**config.mk**
```make
export PLATFORM = sky130hd
export DESIGN_NAME = pipelined_alu
export DESIGN_NICKNAME = d
export VERILOG_FILES = /design/src/rtl/pipelined_alu.sv
export SDC_FILE = /design/constraint.sdc
export NUM_CORES = 1
export LEC_CHECK = 0
export BUFFER_PORTS_ARGS = -buffer_cell sky130_fd_sc_hd__buf_2
export CORE_MARGIN = 3
export CORE_UTILIZATION = 38
export DETAILED_ROUTE_END_ITERATION = 7
export PLACE_DENSITY = 0.6
export SLEW_MARGIN = 40
export SYNTH_ARGS = -nofsm -noshare
export SYNTH_HDL_FRONTEND = slang
export SYNTH_SLANG_ARGS = --single-unit
```
**constraint.sdc**
```tcl
create_clock -name clk -period 10.7 [get_ports clk]
set_clock_uncertainty 0.15 [all_clocks]
set_input_delay 1.605 -clock clk [delete_from_list [all_inputs] [get_ports clk]]
set_output_delay 1.605 -clock clk [all_outputs]
set_load 0.02 [all_outputs]
```
**src/rtl/pipelined_alu.sv**
```systemverilog
// Two-stage 8-bit ALU: stage 1 registers operands/opcode, stage 2 registers a
// double-width result. One operation per cycle, fixed two-edge latency.
module pipelined_alu #(
  parameter int WIDTH = 8
) (
  input  logic               clk,
  input  logic               reset,
  input  logic [WIDTH-1:0]   a,
  input  logic [WIDTH-1:0]   b,
  input  logic [2:0]         op,
  output logic [2*WIDTH-1:0] result
);

  typedef enum logic [2:0] {
    OP_ADD = 3'b000,
    OP_SUB = 3'b001,
    OP_MUL = 3'b010,
    OP_AND = 3'b011,
    OP_OR  = 3'b100,
    OP_XOR = 3'b101
  } alu_op_e;

  logic [WIDTH-1:0]   a_q, b_q;
  logic [2:0]         op_q;
  logic [2*WIDTH-1:0] result_q, result_d;
  logic [2*WIDTH-1:0] a_ext, b_ext;

  // Stage 1: capture operands and opcode.
  always_ff @(posedge clk) begin
    if (!reset) begin
      a_q  <= '0;
      b_q  <= '0;
      op_q <= 3'b000;
    end else begin
      a_q  <= a;
      b_q  <= b;
      op_q <= op;
    end
  end

  assign a_ext = {{WIDTH{1'b0}}, a_q};
  assign b_ext = {{WIDTH{1'b0}}, b_q};

  // Operands are zero-extended first, so SUB wraps modulo 2^(2*WIDTH).
  always_comb begin
    result_d = '0;
    case (op_q)
      OP_ADD:  result_d = a_ext + b_ext;
      OP_SUB:  result_d = a_ext - b_ext;
      OP_MUL:  result_d = a_ext * b_ext;
      OP_AND:  result_d = a_ext & b_ext;
      OP_OR:   result_d = a_ext | b_ext;
      OP_XOR:  result_d = a_ext ^ b_ext;
      default: result_d = '0;
    endcase
  end

  // Stage 2: register the result.
  always_ff @(posedge clk) begin
    if (!reset) begin
      result_q <= '0;
    end else begin
      result_q <= result_d;
    end
  end

  assign result = result_q;

endmodule

```
==> results of run 1 <==
## kinds of logic after synthesis
| kind of cell | count (synthesis) |
|---|---|
| AO/OA/AOI/OAI | 101 |
| multiplexers | 5 |
| AND/OR/NAND/NOR | 147 |
| flip-flops | 35 |
| buffers and inverters | 89 |
| XOR/XNOR | 12 |
| adder cells (fa/ha/maj) | 98 |
## final cells by class
type	instances	area [sq um]
Sequential cell	35	702
Clock inverter	1	7.51
Tap cell	136	170
Fill cell	1081	5960
Multi-Input combinational cell	363	3070
Clock buffer	7	96.3
Timing Repair Buffer	37	188
Inverter	73	274
## synthesized netlist by cell type (all sizes together), types with 4 or more instances
master,number
a21oi,26
o21ai,16
dfxtp,35
inv,71
mux2i,4
a2111o,4
o21bai,5
nand3,7
and2,25
nand2,28
ha,60
a21o,13
o211ai,4
o22ai,6
buf,9
nor3,6
xnor2,9
nor2,58
nand2b,6
clkbuf,7
a22oi,4
nor2b,7
fa,38
## critical path, stage by stage, from the launching register on
cell and delay (ps):
dfxtp_1 500, inv_1 210, nor2_1 180, fa_1 460, fa_1 530, fa_1 550, inv_1 50, fa_1 530
inv_1 40, ha_1 240, a2111oi_0 450, o21ai_1 180, a41oi_2 260, o21ai_1 110, xor2_1 140, a21o_1 170
## state kept, by name, summed over array words and instances, names as in the netlist
register and cells:
b_q 8, result 16, op_q 3, a_q 8
## report_power, final
part	switching [mW]	internal, mW
registers	0.00769	0.139
logic	0.0860	0.0556
clock network	0.0543	0.0586
total	0.148	0.253
## cells in the final DEF (no fill, tap or decap), types with 4 or more instances in the layout
| master | count |
|---|---|
| a2111o_1 | 4 |
| a21o_1 | 13 |
| a21oi_1 | 25 |
| a22oi_1 | 4 |
| and2_1 | 25 |
| buf_2 | 36 |
| clkbuf_8 | 7 |
| dfxtp_1 | 34 |
| fa_1 | 38 |
| ha_1 | 60 |
| inv_1 | 70 |
| mux2i_1 | 4 |
| nand2_1 | 28 |
| nand2b_1 | 6 |
| nand3_1 | 7 |
| nor2_1 | 58 |
| nor2b_1 | 7 |
| nor3_1 | 6 |
| o21ai_0 | 11 |
| o21ai_1 | 5 |
| o21bai_1 | 5 |
| o22ai_1 | 6 |
| xnor2_1 | 9 |
## worst max-delay path by stage
stage,end,slack [ps],cells after the start
floorplan,result[14]$_SDFF_PN0_,6260,15
CTS,result[14]$_SDFF_PN0_,5890,15
global placement,result[14]$_SDFF_PN0_,6020,15
global route,result[13]$_SDFF_PN0_,5600,14
detailed placement,result[14]$_SDFF_PN0_,5910,15
finish,result[14]$_SDFF_PN0_,5850,15
## per-layer routing
metal	vias up	part of all wire, %
met5	-	0
met4	0	2.4
met3	17	5.2
met2	91	47
met1	1591	45
li1	1664	-
==> flow_summary.ini, run 1 <==
[floorplan]
die_w_microns = 110
coreArea_sq_um = 10500
ios = 37
rows = 37
start_util_pct = 39.5
die_h_microns = 110
die_area_sq_um = 12100

[cts]
cts_hold_buffers = 0
cts_buffers = 5
cts_tree = done
numClockSinks = 35
clockBufferDepth = 2
clk_pin_slew_worst_paths_ps = 80
clock_latency_ps = 310
clockRootBuffer = clkbuf_8
postCtsSetupBuffers = 0
post_cts_resized = 0
htreeDepth = 2

[worst_setup_path]
worst-r2r-setup-slack_ps = 5850
startpoint = a_q[1]$_SDFF_PN0_
worstReg2RegStart = a_q[1]$_SDFF_PN0_
cp-end-kind = register
cp_max_fo = 7
arrival_ps = 4900
start_kind = register
required_ps = 10750
critPathKind = reg2reg
r2r-end = result[14]$_SDFF_PN0_
worst_r2r_path_depth = 15

[final_layout]
utilization_pct = 43.1
final_area_sq_um = 4510
nets = 634
drive_above_1_share_pct = 10.3
syn2layout_area_growth_pct = 9.15
insertedDiodeCount = 0
fin_cells = 652

[logic_synthesis]
synth-edff-count = 0
ys_seq_area_share_pct = 17.0
syn_inst = 487
synth_area_sq_um = 4130
yosysUniqueCellTypes = 56
muxShareOfSynthArea_pct = 1.24
synth_xor_area_share_pct = 2.55
synth_top_area_share_pct = 18.4
synth-seq-cells = 35
synth_top_family_by_area = adder cells
synthArstFlopShare_pct = 0
syn_nets = 606
post_synth.cell_area_avg_sq_um = 8.48
yosys_warnings = 0
synth_compound_area_share_pct = 16.9
yosys-top-cells-area = fa_1 18%, ha_1 18%, dfxtp_1 17%, inv_1 6.4%, nor2_1 5.3%
synth_top_area_cell = fa_1
synthSimpleGateAreaFrac_pct = 17.0
synth_fa_ha_area_share_pct = 36.6
synth-main-ff-cell = dfxtp_1

[timing]
rsz0062_at_grt = no
tns_ps = 0
period_needed_ps = 4850
fmax_ghz = 0.206
relSlewSlack_pct = 46.3
hold_slack_ps = 590
hold_viol = 0
finalSetupViolations = 0
finalMaxSlewViolations = 0
fin_ws_ps = 5850
period_share_pct = 45.3
worst_pin_slew_ps = 800

[pwr]
finalPower_mw = 0.401
ir_worst_vdd_uv = 73.8
power_leakage_nw = 2.29
p_per_area_nw_per_um2 = 89.0

[global_routing]
busiest_layer = met2
track_usage_pct = 18.6
grt_use_met1_pct = 24.4
met2_usage_pct = 30.2
antenna_found_initial = 0
grt_pass1_wl_microns = 17300
grt_max_degree = 35
met3_usage_pct = 3.79
grt_pass1_vias = 3482
globalRouteOverflowTotal = 0

[routing]
dr.pass1.iters = 4
drc = 0
vias = 3363
drt_iter0_markers = 188
wire_per_inst_microns = 15.7
vias_per_cell = 5.16
wl_microns = 10200
antenna_left = 0

[min_path]
hold-path-cell-count = 2
min_to = result[2]$_SDFF_PN0_
hold_path.startpoint = op_q[2]$_SDFF_PN0_
holdCritPathClass = reg2reg

[place]
portBuffers = 36
post_dp_cell_area_sq_um = 4400
gp_congestion = 0.902
place_inst = 644
place_hpwl_microns = 8270
place_ws_ps = 5910

[run_status]
status = completed

[job]
max-cap-violations = 0
Power figures use the tool's default switching activity.
==> run 2, diff against run 1 <==
==> constraint.sdc (replaced) <==
create_clock -name clk -period 5 [get_ports clk]
set_clock_uncertainty 0.15 [all_clocks]
set_input_delay 0.75 -clock clk [delete_from_list [all_inputs] [get_ports clk]]
set_output_delay 0.75 -clock clk [all_outputs]
set_load 0.02 [all_outputs]
==> run 2 against run 1 <==
Effect of this change:
- worst hold slack got worse by 92 ps
- worst setup slack worse by 5500 ps
- design area up 0.75%
- non-clock buffer count rose by 5
- critical path type unchanged
- critical endpoint unchanged
==> flow_summary.ini, run 2 (synthesis gave the netlist of run 1 again) <==
[run_status]
status = completed

[final_layout]
drive_above_1_share_pct = 10.7
largest_reg_flops = 16
utilization_pct = 43.4
multi_input_area_sq_um = 3070
final_cell_mix = 70 x inv_1, 60 x ha_1, 58 x nor2_1, 38 x fa_1, 36 x buf_2
seq_area_sq_um = 701
insertedDiodeCount = 0
n_fill_cell = 1084
syn2layout_area_growth_pct = 9.97
final_common_cell = inv_1
fin_cells = 657
nets = 639

[min_path]
hold-path-cell-count = 2
holdCritPathClass = in2reg

[routing]
vias_per_cell = 5.15
wire_per_inst_microns = 15.9
drt_iter0_markers = 221
wl_microns = 10400
dr.pass1.iters = 5
vias = 3381
drc = 0
antenna_left = 0

[timing]
fin_ws_ps = 328
finalMaxSlewViolations = 0
period_share_pct = 93.4
worst_pin_slew_ps = 813
finalSetupViolations = 0
relSlewSlack_pct = 45.7
period_needed_ps = 4670
fmax_ghz = 0.214
rsz0062_at_grt = no
tns_ps = 0
hold_viol = 0
hold_slack_ps = 498

[floorplan]
die_area_sq_um = 12100
coreArea_sq_um = 10500
rows = 37
start_util_pct = 39.5
ios = 37
die_w_microns = 110
die_h_microns = 110

[worst_setup_path]
cp_max_fo = 6
cp-end-kind = register
start_kind = register
cp_common_cell = fa_1
max_stage_delay_ps = 540
arrival_ps = 4720
critPathKind = reg2reg
required_ps = 5050
worstPathCellList = inv_1 > nor2_1 > fa_1 > fa_1 > fa_1 > inv_1 > fa_1 > inv_1 > ha_1 > a2111oi_1 > o21ai_1 > a41oi_2 > o21ai_1 > xor2_1 > a21o_1
cp_slowest_cell = fa_1
worst_r2r_path_depth = 15

[pwr]
p_per_area_nw_per_um2 = 190
power_leakage_nw = 2.32
ir_worst_vdd_uv = 201

[cts]
clockBufferDepth = 2
cts_buffers = 5
clockRootBuffer = clkbuf_8
numClockSinks = 35
cts_tree = done
clk_pin_slew_worst_paths_ps = 80
clock_latency_ps = 300
htreeDepth = 2

[place]
place_hpwl_microns = 8450
portBuffers = 36
gp_congestion = 0.924
place_inst = 649
place_ws_ps = 277

[global_routing]
grt_pass1_vias = 3516
track_usage_pct = 18.7
grt_pass1_wl_microns = 17500
grt_max_degree = 35
globalRouteOverflowTotal = 0
antenna_found_initial = 0

[job]
max-cap-violations = 0
## run 2: worst paths after layout
check	startpoint	endpoint	slack (ps)
hold reg to reg	a_q[7]$_SDFF_PN0_	result[8]$_SDFF_PN0_	690
setup reg to reg	a_q[4]$_SDFF_PN0_	result[14]$_SDFF_PN0_	330
setup / recovery	a_q[4]$_SDFF_PN0_	result[14]$_SDFF_PN0_	330
hold / removal	b[5]	b_q[5]$_SDFF_PN0_	500
## run 2: repair_timing
action,in CTS,in global routing
hold buffers,0,0
setup buffers,0,0
resized for setup,0,1
endpoints found under the hold margin,0,0
endpoints found under the setup margin,0,1
## run 2: routing by layer
layer | part of all wire [%] | track usage, %
met1 | 45 | 25.0
met5 | 0 | 0
met4 | 1.8 | 5.80
met3 | 5.0 | 2.85
met2 | 48 | 31.2
## run 2: power breakdown
part           leakage, nW  internal [mW]  total (mW)  switching [mW]
Combinational         1.98          0.121       0.308           0.187
Sequential           0.289          0.296       0.311          0.0144
Clock               0.0515          0.126       0.243           0.116
Total                 2.32          0.544       0.862           0.318
## run 2: cell type report
type                    instances  share of cell area, %
well taps                     136                   3.75
multi-input cells             363                   67.6
clock buffers                   8                   2.21
flip-flops and latches         35                   15.4
inverters                      73                   6.04
repair buffers                 42                   4.96
## run 2: critical path, delay by kind of cell (launching register included)
kind / cells / cell delay [ps]
adders and majority gates: 5 / 2400
DFF: 1 / 430
buffers and inverters: 3 / 260
xor gates and xnor gates: 1 / 140
AOI/OAI and AO/OA: 5 / 1030
and+or+nand+nor: 1 / 150
## run 2: per-stage QoR
| step | instance area (sq um) | total power [mW] |
|---|---|---|
| global route | 4540 | 0.923 |
| floorplan | 4130 | 0.540 |
| finish | 4540 | 0.862 |
| global placement | 4440 | 0.620 |
| detailed placement | 4440 | 0.623 |
| CTS | 4540 | 0.871 |
